`src/rtl/dpram_pkg.sv`:
```
// Shared types and helpers for the dual-port RAM family.
package dpram_pkg;

    // Result returned when a read and a write hit the same address on the same edge.
    typedef enum logic [0:0] {
        COLL_WRITE_FIRST = 1'b0,
        COLL_READ_FIRST  = 1'b1
    } coll_mode_e;

    // Deepest read pipeline the RAM wrappers support.
    localparam int MAX_READ_LATENCY = 2;

    // True when value is a non-zero power of two; such depths need no address range check.
    function automatic logic is_pow2(input int unsigned value);
        return (value != 32'd0) && ((value & (value - 32'd1)) == 32'd0);
    endfunction

endpackage

```
`src/rtl/sdpram_rd_pipe.sv`:
```
// Optional second read stage: registers data and valid, and is the output register
// when the RAM runs with two cycles of read latency.
module sdpram_rd_pipe #(
    parameter int Width = 32
) (
    input  logic             clk,
    input  logic             rst,
    input  logic [Width-1:0] i_data,
    input  logic             i_valid,
    output logic [Width-1:0] o_data,
    output logic             o_valid
);

    logic [Width-1:0] data_r;
    logic             valid_r;

    // Second stage register; data only moves with a valid beat so it holds while idle.
    always_ff @(posedge clk) begin
        if (rst) begin
            data_r  <= '0;
            valid_r <= 1'b0;
        end else begin
            valid_r <= i_valid;
            if (i_valid) begin
                data_r <= i_data;
            end
        end
    end

    assign o_data  = data_r;
    assign o_valid = valid_r;

endmodule

```
`src/rtl/sdpram_be.sv`:
```
// Single-clock simple dual-port RAM with byte-lane writes, a 1- or 2-cycle
// registered read path with valid strobe, and a selectable collision policy.
module sdpram_be
    import dpram_pkg::*;
#(
    parameter int         Depth         = 16,
    parameter int         Width         = 32,
    parameter int         ByteWidth     = 8,
    parameter int         ReadLatency   = 1,
    parameter coll_mode_e CollisionMode = COLL_WRITE_FIRST,
    localparam int        AddrWidth     = $clog2(Depth),
    localparam int        NumBytes      = Width / ByteWidth
) (
    input  logic                 clk,
    input  logic                 rst,
    input  logic                 i_wr_en,
    input  logic [AddrWidth-1:0] i_wr_addr,
    input  logic [NumBytes-1:0]  i_wr_be,
    input  logic [Width-1:0]     i_wr_data,
    input  logic                 i_rd_en,
    input  logic [AddrWidth-1:0] i_rd_addr,
    output logic [Width-1:0]     o_rd_data,
    output logic                 o_rd_valid
);

    // Reject configurations the storage and pipeline cannot represent.
    if (Width % ByteWidth != 0) begin : g_bad_width
        $fatal(1, "sdpram_be: Width must be a multiple of ByteWidth");
    end
    if (ReadLatency < 1 || ReadLatency > MAX_READ_LATENCY) begin : g_bad_latency
        $fatal(1, "sdpram_be: ReadLatency must be 1 or 2");
    end
    if (Depth < 2) begin : g_bad_depth
        $fatal(1, "sdpram_be: Depth must be at least 2");
    end

    logic [Width-1:0] mem_r [Depth];

    logic             wr_in_range_s;
    logic             rd_in_range_s;
    logic             wr_ok_s;
    logic             rd_ok_s;
    logic             collision_s;
    logic [Width-1:0] rd_word_s;

    logic [Width-1:0] rd_data_r;
    logic             rd_valid_r;

    // A power-of-two depth covers every encodable address, so no compare is needed.
    if (is_pow2(Depth)) begin : g_full_range
        assign wr_in_range_s = 1'b1;
        assign rd_in_range_s = 1'b1;
    end else begin : g_partial_range
        localparam logic [AddrWidth:0] DepthW = (AddrWidth + 1)'(Depth);
        assign wr_in_range_s = ({1'b0, i_wr_addr} < DepthW);
        assign rd_in_range_s = ({1'b0, i_rd_addr} < DepthW);
    end

    // Reset blocks both ports; out-of-range writes are silently dropped.
    assign wr_ok_s     = i_wr_en & ~rst & wr_in_range_s;
    assign rd_ok_s     = i_rd_en & ~rst;
    assign collision_s = wr_ok_s & rd_ok_s & rd_in_range_s & (i_wr_addr == i_rd_addr);

    // Build the read word: stored word, merged with enabled write lanes on a write-first collision.
    always_comb begin
        rd_word_s = '0;
        if (rd_in_range_s) begin
            rd_word_s = mem_r[i_rd_addr];
            if (collision_s && (CollisionMode == COLL_WRITE_FIRST)) begin
                for (int k = 0; k < NumBytes; k++) begin
                    if (i_wr_be[k]) begin
                        rd_word_s[k*ByteWidth +: ByteWidth] = i_wr_data[k*ByteWidth +: ByteWidth];
                    end else begin
                        rd_word_s[k*ByteWidth +: ByteWidth] = mem_r[i_rd_addr][k*ByteWidth +: ByteWidth];
                    end
                end
            end else begin
                rd_word_s = mem_r[i_rd_addr];
            end
        end else begin
            rd_word_s = '0;
        end
    end

    // Byte-lane write into the array; contents survive reset.
    always_ff @(posedge clk) begin
        if (wr_ok_s) begin
            for (int k = 0; k < NumBytes; k++) begin
                if (i_wr_be[k]) begin
                    mem_r[i_wr_addr][k*ByteWidth +: ByteWidth] <= i_wr_data[k*ByteWidth +: ByteWidth];
                end
            end
        end
    end

    // First read stage: captures the read word and strobes valid once per accepted read.
    always_ff @(posedge clk) begin
        if (rst) begin
            rd_data_r  <= '0;
            rd_valid_r <= 1'b0;
        end else begin
            rd_valid_r <= rd_ok_s;
            if (rd_ok_s) begin
                rd_data_r <= rd_word_s;
            end
        end
    end

    if (ReadLatency == 2) begin : g_two_stage
        sdpram_rd_pipe #(
            .Width (Width)
        ) u_rd_pipe (
            .clk     (clk),
            .rst     (rst),
            .i_data  (rd_data_r),
            .i_valid (rd_valid_r),
            .o_data  (o_rd_data),
            .o_valid (o_rd_valid)
        );
    end else begin : g_one_stage
        assign o_rd_data  = rd_data_r;
        assign o_rd_valid = rd_valid_r;
    end

endmodule
```
`config.mk`:
```
export PLATFORM = sky130hd
export DESIGN_NAME = sdpram_be
export DESIGN_NICKNAME = d
export VERILOG_FILES = /design/src/rtl/dpram_pkg.sv /design/src/rtl/sdpram_rd_pipe.sv /design/src/rtl/sdpram_be.sv
export SDC_FILE = /design/constraint.sdc
export NUM_CORES = 1
export LEC_CHECK = 0
export CORE_MARGIN = 1.5
export CORE_UTILIZATION = 55
export CTS_CLUSTER_DIAMETER = 150
export DETAILED_ROUTE_END_ITERATION = 10
export PLACE_DENSITY = 0.73
export SLEW_MARGIN = 20
export SYNTH_ARGS = -nofsm -noshare
export SYNTH_HDL_FRONTEND = slang
export SYNTH_SLANG_ARGS = --single-unit
```
`constraint.sdc`:
```
create_clock -name clk -period 1.91 [get_ports clk]
set_input_delay 0.382 -clock clk [delete_from_list [all_inputs] [get_ports clk]]
set_output_delay 0.382 -clock clk [all_outputs]
set_load 0.02 [all_outputs]
```
==> run summary <==
Total Wirelength - 49.0 mm
Unrepaired setup endpoints after global routing - no
Worst min-delay path class - input pin to flip-flop
Initial antenna violation count - 1
Ports - 81
Total gr overflow - 0
Ys Warns - 0
Vias in the first global route - 11,600
H-tree lvl count - 2
Num CTS Buffers - 54
DIE WIDTH - 199 um
Largest cells by area after synthesis - edfxtp_1, mux4_2, dfxtp_1
Crit share post-route - 0.937
CP dominant cell by count - buf_4
Slowest stage cell, crit path - clkdlybuf4s50_1
Starting density of the core - 0.561
Post-synth top area share - 0.726
Startpoint Class - input pin
Register area - 0.0160 mm^2
Total power - 25.1 mW
Yosys cell types - 24
Minimum clock period - 1.79 ns
Clock Latency Late Sink - 0.60 ns
Setup-failing EPs final - 0
Pwr per Cell Area - 976 mW/mm^2
Largest net degree at the start of global routing - 41
NetSw - 5.24 mW
Max-slew violations - 0
Critical Path Max Stage Delay - 0.57 ns
Seq cells post-synth - 545
Placed cells - 1,762
Place WS - -0.560 ns
Antenna Nets Post-Route - 0
Final WS setup - 0.121 ns
Switching Share - 0.209
Combinational Power Share - 0.066
CTS sink count - 545
CP max FO - 8
DR vias/cell - 6.17
Clock share of power - 0.406
Clock Pin Slew Worst Setup and Hold Paths - 0.06 ns
LEAKAGE - 8.59 nW
Drt first pass iters - 6
Core box area - 0.0378 mm^2
Clock Tree Root - clkbuf_16
Fillers - 2,414
DR vias - 11,500
Worst Path Class, Setup - input pin to flip-flop
Syn avg cell area - 20.2 um^2
CTS tree - yes
Non-Filler Instances - 1,861
Max Clock Skew - 0.0218 ns
Seq pwr share - 0.528
Syn_nets - 1,097
Fin. Hold Viols - 0
Final instance area - 0.0257 mm^2
CP Cell Sequence - clkdlybuf4s50_1 -> buf_4 -> nor2_1 -> buf_4 -> nand2_1 -> buf_4 -> nor2_2 -> buf_4
Area leader, netlist - edfxtp_1
Area grow syn2layout - 21.4%
Post-layout util - 0.681
Layout cells sized above 1 - 0.304
IO buf count - 80
WL/cell - 26.4 um
Post-route DRC - 0
Hold slack - 0.407 ns
Die H - 199 um
Arrival time of the worst setup path - 2.08 ns
Pint - 19.8 mW
GR Util All Layers - 0.259
Critical Path RT - 2.20 ns
Max-slew headroom - 0.643
First-pass GRT wire length - 73.7 mm
Die area - 0.0397 mm^2
CTS Buffer Depth - 3
Initial DRC Count - 1,282
Sequential fraction of the synthesis area - 0.757
Status - finished clean
Post-cts sizing count - 32
Worst-Margin Slew - 0.534 ns
Number of diodes - 0
Fmax - 0.559 GHz
Peak supply drop - 767 uV
Placement Cell Area - 0.0240 mm^2
Max Cap Violations - 0
Setup TNS - 0 ns
Global placement routability congestion - 0.828
Core Rows - 71
Area of the multi-input gates - 0.00477 mm^2
Post-CTS setup buffer count - 0
CP endpoint kind - flip-flop
Cts hold-fix bufs - 0
Dpl hpwl - 32.1 mm
R2r setup slk - 0.42 ns
Syn Std Cell Area - 0.0212 mm^2
Layout net count - 1,355
Cell count after synthesis - 1,049
critical path: cells and delay by family:
kind | cells | cell delay (ns)
buffers and inverters | 5 | 1.32
AND/OR/NAND/NOR | 3 | 0.38
power by group through the flow:
stage | registers (mW) | logic, mW | clock network [mW]
floorplan | 13.5 | 0.756 | 0
CTS | 13.2 | 1.66 | 10.4
global route | 13.2 | 1.76 | 10.8
detailed placement | 13.5 | 1.69 | 0
global placement | 13.5 | 1.66 | 0
finish | 13.2 | 1.66 | 10.2
Yosys cell counts:
| cell | n |
|---|---|
| and2_1 | 1 |
| inv_1 | 4 |
| mux4_2 | 128 |
| nand4_1 | 1 |
| buf_6 | 9 |
| nor2b_1 | 8 |
| nand3_1 | 8 |
| nor2_1 | 99 |
| xnor2_2 | 1 |
| o21ai_1 | 22 |
| o21ai_0 | 10 |
| xnor2_1 | 3 |
| edfxtp_1 | 512 |
| nor3b_1 | 32 |
| buf_2 | 14 |
| clkbuf_1 | 43 |
| nand2_1 | 13 |
| a22o_1 | 64 |
| a41oi_1 | 32 |
| o31ai_2 | 4 |
| buf_1 | 2 |
| buf_4 | 4 |
| and3_1 | 2 |
| dfxtp_1 | 33 |
final cells by class:
class / instances / share of cell area
sequential: 545 / 0.624
multi-input combinational: 428 / 0.186
timing repair buffer: 274 / 0.0988
clock buffer: 75 / 0.0589
tap: 511 / 0.0249
clock inverter: 24 / 0.00764
inverter: 4 / 0.000584
cell families after synthesis:
group,Yosys count,share of synthesized area
flip-flops,545,0.757
AO/OA/AOI/OAI,132,0.0496
multiplexers,128,0.136
XOR/XNOR,4,0.00201
buffers and inverters,76,0.0182
AND/OR/NAND/NOR,164,0.0366
cell usage in the layout, fill, tap and decap left out, drive strengths merged:
master / count
o31ai: 4
dlymetal6s2s: 1
dlygate4sd2: 32
clkbuf: 76
nand3: 8
a41oi: 32
nor2: 99
nor2b: 8
o21ai: 32
bufinv: 3
clkinv: 17
nand4: 1
a22o: 64
inv: 4
buf: 197
clkinvlp: 4
nand2: 13
xnor2: 4
clkdlybuf4s50: 43
mux4: 128
dfxtp: 33
nor3b: 32
and2: 1
edfxtp: 512
and3: 2
flip-flops by register name, indices dropped and copies added, names as in the netlist:
signal	count
mem_r	512
o_rd_data	32
o_rd_valid	1
routing by layer:
metal,routed length [um],vias up,global-route usage
met1,19300,5934,0.373
met5,13,-,0
met3,4790,71,0.0510
met2,24100,604,0.415
met4,872,2,0.0600
li1,-,4880,-
worst paths after layout:
check / from / to / cells past startpoint
max: i_wr_addr[0] / mem_r[0][17] / 8
min reg2reg: o_rd_data[11] / o_rd_data[11] / 3
min: i_rd_en / o_rd_valid / 3
max reg2reg: mem_r[13][8] / o_rd_data[8] / 4
Note: power is estimated with default switching activity, not from simulation.
